## src/rtl/probe_uart_tx.sv

```systemverilog
// probe_uart_tx
//   Byte-wide valid/ready to 8N1 serial transmitter. Bytes are buffered in a
//   small FIFO and a new frame starts only while the receiver asserts rts_in.
//
// Ports
//   clk         system clock, rising edge
//   rst         synchronous reset, active-high
//   tx_data     byte to send
//   valid_in    tx_data valid; accepted when valid_in && ready
//   ready       FIFO not full
//   rts_in      receiver can accept a new frame (sampled at frame start only)
//   tx_out      registered serial line, idles high
//   busy        frame on the line (START/DATA/STOP)
//   fifo_level  queued bytes, not counting the byte being shifted
//
// state | meaning
// IDLE  | line high, waiting for a queued byte and rts_in
// START | start bit (low) for one bit time
// DATA  | 8 data bits, LSB first
// STOP  | stop bit (high); may chain straight into the next START
module probe_uart_tx #(
  parameter int CLKS_PER_BIT = 16,
  parameter int FIFO_DEPTH   = 4
) (
  input  logic                          clk,
  input  logic                          rst,
  input  logic [7:0]                    tx_data,
  input  logic                          valid_in,
  output logic                          ready,
  input  logic                          rts_in,
  output logic                          tx_out,
  output logic                          busy,
  output logic [$clog2(FIFO_DEPTH):0]   fifo_level
);

  localparam int CNT_W = $clog2(CLKS_PER_BIT);
  localparam int PTR_W = $clog2(FIFO_DEPTH);
  localparam int LVL_W = PTR_W + 1;
  localparam logic [CNT_W-1:0] CNT_LAST = CNT_W'(CLKS_PER_BIT - 1);
  localparam logic [LVL_W-1:0] LVL_FULL = LVL_W'(FIFO_DEPTH);

  typedef enum logic [1:0] {S_IDLE, S_START, S_DATA, S_STOP} state_t;

  // FIFO
  logic [7:0]       r_mem [FIFO_DEPTH];
  logic [PTR_W-1:0] r_wr_ptr;
  logic [PTR_W-1:0] r_rd_ptr;
  logic [LVL_W-1:0] r_level;
  logic             w_push;
  logic             w_pop;

  // FSM / shifter
  state_t           r_state;
  state_t           w_state_next;
  logic [CNT_W-1:0] r_cnt;
  logic [2:0]       r_bit_idx;
  logic [2:0]       w_bit_idx_next;
  logic [7:0]       r_shift;
  logic             r_tx;
  logic             w_tx_next;
  logic             w_baud_done;
  logic             w_can_start;

  assign ready      = (r_level != LVL_FULL);
  assign fifo_level = r_level;
  assign tx_out     = r_tx;
  assign w_push     = valid_in && ready;

  always_ff @(posedge clk) begin
    if (w_push) begin
      r_mem[r_wr_ptr] <= tx_data;
    end
  end

  // Pointers wrap naturally because FIFO_DEPTH is a power of two.
  always_ff @(posedge clk) begin
    if (rst) begin
      r_wr_ptr <= '0;
      r_rd_ptr <= '0;
      r_level  <= '0;
    end else begin
      if (w_push) r_wr_ptr <= r_wr_ptr + PTR_W'(1);
      if (w_pop)  r_rd_ptr <= r_rd_ptr + PTR_W'(1);
      case ({w_push, w_pop})
        2'b10:   r_level <= r_level + LVL_W'(1);
        2'b01:   r_level <= r_level - LVL_W'(1);
        default: r_level <= r_level;
      endcase
    end
  end

  assign w_baud_done = (r_cnt == CNT_LAST);
  assign w_can_start = (r_level != '0) && rts_in;

  // State register (tx_out is registered from the next-state decode)
  always_ff @(posedge clk) begin
    if (rst) begin
      r_state   <= S_IDLE;
      r_cnt     <= '0;
      r_bit_idx <= '0;
      r_shift   <= '0;
      r_tx      <= 1'b1;
    end else begin
      r_state   <= w_state_next;
      r_bit_idx <= w_bit_idx_next;
      r_tx      <= w_tx_next;
      if (w_pop) r_shift <= r_mem[r_rd_ptr];
      // Counter parks at 0 in IDLE so a new START always begins at 0.
      if (r_state == S_IDLE || w_baud_done) r_cnt <= '0;
      else                                  r_cnt <= r_cnt + CNT_W'(1);
    end
  end

  // Next-state logic
  always_comb begin
    w_state_next   = r_state;
    w_bit_idx_next = r_bit_idx;
    w_pop          = 1'b0;
    case (r_state)
      S_IDLE: begin
        if (w_can_start) begin
          w_state_next = S_START;
          w_pop        = 1'b1;
        end
      end
      S_START: begin
        if (w_baud_done) begin
          w_state_next   = S_DATA;
          w_bit_idx_next = 3'd0;
        end
      end
      S_DATA: begin
        if (w_baud_done) begin
          if (r_bit_idx == 3'd7) w_state_next   = S_STOP;
          else                   w_bit_idx_next = r_bit_idx + 3'd1;
        end
      end
      S_STOP: begin
        if (w_baud_done) begin
          if (w_can_start) begin
            w_state_next = S_START;
            w_pop        = 1'b1;
          end else begin
            w_state_next = S_IDLE;
          end
        end
      end
      default: w_state_next = S_IDLE;
    endcase
  end

  // Output logic
  always_comb begin
    w_tx_next = 1'b1;
    busy      = (r_state != S_IDLE);
    case (w_state_next)
      S_START: w_tx_next = 1'b0;
      S_DATA:  w_tx_next = r_shift[w_bit_idx_next];
      default: w_tx_next = 1'b1;
    endcase
  end

endmodule

```

## config.mk

```make
export PLATFORM = sky130hd
export DESIGN_NAME = probe_uart_tx
export DESIGN_NICKNAME = d
export VERILOG_FILES = /design/src/rtl/probe_uart_tx.sv
export SDC_FILE = /design/constraint.sdc
export NUM_CORES = 1
export LEC_CHECK = 0
export BUFFER_PORTS_ARGS = -buffer_cell sky130_fd_sc_hd__clkbuf_2
export CAP_MARGIN = 20
export CELL_PAD_IN_SITES_DETAIL_PLACEMENT = 2
export CELL_PAD_IN_SITES_GLOBAL_PLACEMENT = 2
export CORE_MARGIN = 5
export CORE_UTILIZATION = 37
export DETAILED_ROUTE_END_ITERATION = 8
export HOLD_SLACK_MARGIN = 0.05
export PLACE_DENSITY_LB_ADDON = 0.1
export SYNTH_ARGS = -nofsm -noshare
export SYNTH_HDL_FRONTEND = slang
export SYNTH_SLANG_ARGS = --single-unit
```

## constraint.sdc

```tcl
create_clock -name clk -period 2.6 [get_ports clk]
set_clock_uncertainty 0.15 [all_clocks]
set_input_delay 0.52 -clock clk [delete_from_list [all_inputs] [get_ports clk]]
set_output_delay 0.52 -clock clk [all_outputs]
set_load 0.01 [all_outputs]
```

==> results.txt <==
Outcome -> finished clean
GPL Wtd Cong -> 0.809
Area growth syn-to-layout -> 18.3%
Root buf cell -> clkbuf_8
Largest family of logic cells by synthesized area -> simple AND/OR/NAND/NOR gates
CTS sink count -> 57
Core area -> 6720 um^2
Via count -> 1647
Count of nets after finishing -> 251
Io pins -> 18
CTS tree -> built
GRT Resource Usage Total -> 14.7%
Endpoints failing setup -> 0
Cell Chain, Critical Path -> inv_1 -> ha_2 -> a21oi_1 -> nor3_4 -> ha_4 -> inv_1 -> fa_2 -> xor2_1 -> or3_1 -> a21oi_1
Power Dens Cells -> 898 nW/um^2
Initial antenna violation count -> 0
Fmax -> 407 MHz
Reg-to-reg critical path startpoint -> r_state[0]$_SDFF_PP0_
Seq/Total Area, Yosys -> 57.8%
Rel. slew slack -> 45.5%
Slew at the pin closest to its max-slew limit -> 810 ps
Setup bufs post-CTS -> 0
XOR/XNOR Fraction of Synth Area -> 2.42%
Tcrit/Tclk final -> 94.6%
WHS Path Cells -> 1
Ant diodes -> 0
Avg Cell Area, Syn -> 12.8 um^2
Post-route DRC -> 0
Num rows -> 30
Setup tns final -> 0 ps
Worst R2R Setup Slack -> 140 ps
DR vias/cell -> 5.30
Post-synthesis mux area share -> 10.3%
CTS buffer count -> 9
Unrepaired setup endpoints after global routing -> no
Clk buf depth -> 2
Mapped Nets -> 222
R2R Path End -> fifo_level[2]$_SDFFE_PP0P_
Cell type with the largest total area after synthesis -> edfxtp_1
Lkg Pwr -> 1.06 nW
Die width -> 92.7 um
Arrival time worst endpoint -> 2560 ps
Reg2reg path depth -> 10
Total wire length -> 5.72 mm
Final Power -> 2.69 mW
Setup slack after layout -> 141 ps
Worst skew pair latency -> 330 ps
Flops & latches, synth -> 57
1st-iter DRT viols -> 50
Beginning of the critical path -> r_state[0]$_SDFF_PP0_
Worst-path clk slew -> 70 ps
Buffers on Ports -> 17
CP Capture Type -> flop
CP delay by family, top -> adder cells
Global-route wire length before repair -> 9.54 mm
Starting density of the core -> 37.7%
Worst-path maximum fanout -> 6
Max IR drop VDD -> 0.447 mV
Post-route ant nets -> 0
Most frequent cells in the layout -> edfxtp_1 (32), nor2_1 (21), dfxtp_1 (21), clkbuf_2 (17), inv_1 (13)
Final HPWL DP -> 4.14 mm
YS warnings -> 0
H-tree Lvls -> 3
Synth Flop Type -> edfxtp_1
Avg WL per Cell -> 18.4 um
Synth Area in Compound Gates -> 6.92%
Cts-stage hold buffer count -> 0
HP Class -> primary input to flop
Yosys top cell area share -> 38.0%
Hold WS -> 248 ps
Hold Path End -> r_mem[1][0]$_DFFE_PP_
Die area -> 8590 um^2
Post-synth EDFFs -> 32
WS Path Type -> flop to flop
Final Critical Period -> 2460 ps
Pre-CTS setup slack -> 24.0 ps
Die Y -> 92.7 um
Synth area leaders -> edfxtp_1 (38%), dfxtp_1 (20%), mux4_2 (7.1%)
Distinct cells, synth -> 42
Slowest cell on the critical path -> dfxtp_2
Share of cells above drive strength 1 -> 27.3%
Overflow after GRT -> 0
Largest net degree at the start of global routing -> 25
Post-Syn Instances -> 197
Max-slew violations -> 0
Commonest non-fill, non-tap cell in the layout -> edfxtp_1
CP max stage delay -> 340 ps
Max-cap violations -> 0
Critical Path RT -> 2700 ps
Vias in the first global route -> 1875
HP Start -> tx_data[0]
Final hold vios -> 0
Ys async rst share -> 0%
Synthesized area -> 2530 um^2
Pre-antenna DRT Iters -> 4
Adder-Cell Fraction of Synth Area -> 6.73%
Synthesized-area fraction occupied by and/or/nand/nor cells -> 12.5%
CP Launch Type -> flop
CP bufs+invs -> 2
## Yosys cell counts (all sizes together) (5+ instances only)
master / n
a21oi: 5
mux4: 8
dfxtp: 25
nand2: 6
inv: 13
edfxtp: 32
and3: 5
o21ai: 9
mux2i: 8
nor2: 21
ha: 12
nand3: 5
## worst reg2reg max path, stage by stage, from the launching register on
cell	delay [ps]
dfxtp_2	340
inv_1	130
ha_2	250
a21oi_1	90
nor3_4	250
ha_4	170
inv_1	50
fa_2	330
xor2_1	150
or3_1	330
a21oi_1	150
## cells by family (layout without fill, tap and decap cells)
group,count (synthesis),in the layout
AND/OR/NAND/NOR,58,58
flip-flops,57,57
AO/OA/AOI/OAI,26,26
buffers and inverters,20,54
multiplexers,16,16
adder cells (fa/ha/maj),13,13
XOR/XNOR,7,7
## per-stage QoR
step / cells / utilization, % / cell area, um^2
finish: 311 / 44.5 / 2990
floorplan: 197 / - / 2560
global placement: 295 / 41.3 / 2770
global route: 311 / 44.5 / 2990
CTS: 311 / 44.3 / 2980
detailed placement: 295 / 41.3 / 2770
## layer usage
layer | GRT usage [%] | vias to the layer above | share of wire (%)
met5 | 0 | - | 0
met4 | 6.11 | 0 | 1.8
met3 | 3.98 | 10 | 2.4
met2 | 25.6 | 20 | 51
met1 | 17.1 | 827 | 44
li1 | - | 790 | -
## timing repair
action / CTS / global route
gates resized for setup: 1 / 5
setup endpoints to repair: 1 / 2
pin swaps: 1 / 0
## area by class of cell
class | count | area (um^2)
clock inverter | 7 | 71.3
multi-input combinational | 120 | 1040
inverter | 13 | 48.8
fill | 660 | 3730
timing repair buffer | 25 | 145
clock buffer | 9 | 124
tap | 80 | 100
sequential | 57 | 1470
## sequential cells by signal, summed over array words and instances, names as in the netlist
name	flops
r_rd_ptr	2
r_cnt	4
r_bit_idx	3
tx_out	1
r_wr_ptr	2
fifo_level	3
r_shift	8
r_state	2
r_mem	32
## how the worst max path moves through the flow
stage	endpoint	slack [ps]	depth (start not counted)
floorplan	fifo_level[2]$_SDFFE_PP0P_	30	10
global placement	fifo_level[2]$_SDFFE_PP0P_	180	10
detailed placement	fifo_level[2]$_SDFFE_PP0P_	20	10
CTS	fifo_level[2]$_SDFFE_PP0P_	40	9
global route	fifo_level[2]$_SDFFE_PP0P_	10	10
finish	fifo_level[2]$_SDFFE_PP0P_	140	10
## where the power goes
| group | leakage [nW] | switching [mW] | internal (mW) |
|---|---|---|---|
| combinational | 0.465 | 0.358 | 0.319 |
| sequential | 0.499 | 0.118 | 1.09 |
| clock | 0.0912 | 0.367 | 0.439 |
| total | 1.06 | 0.843 | 1.85 |
(Power assumes the default switching activity.)
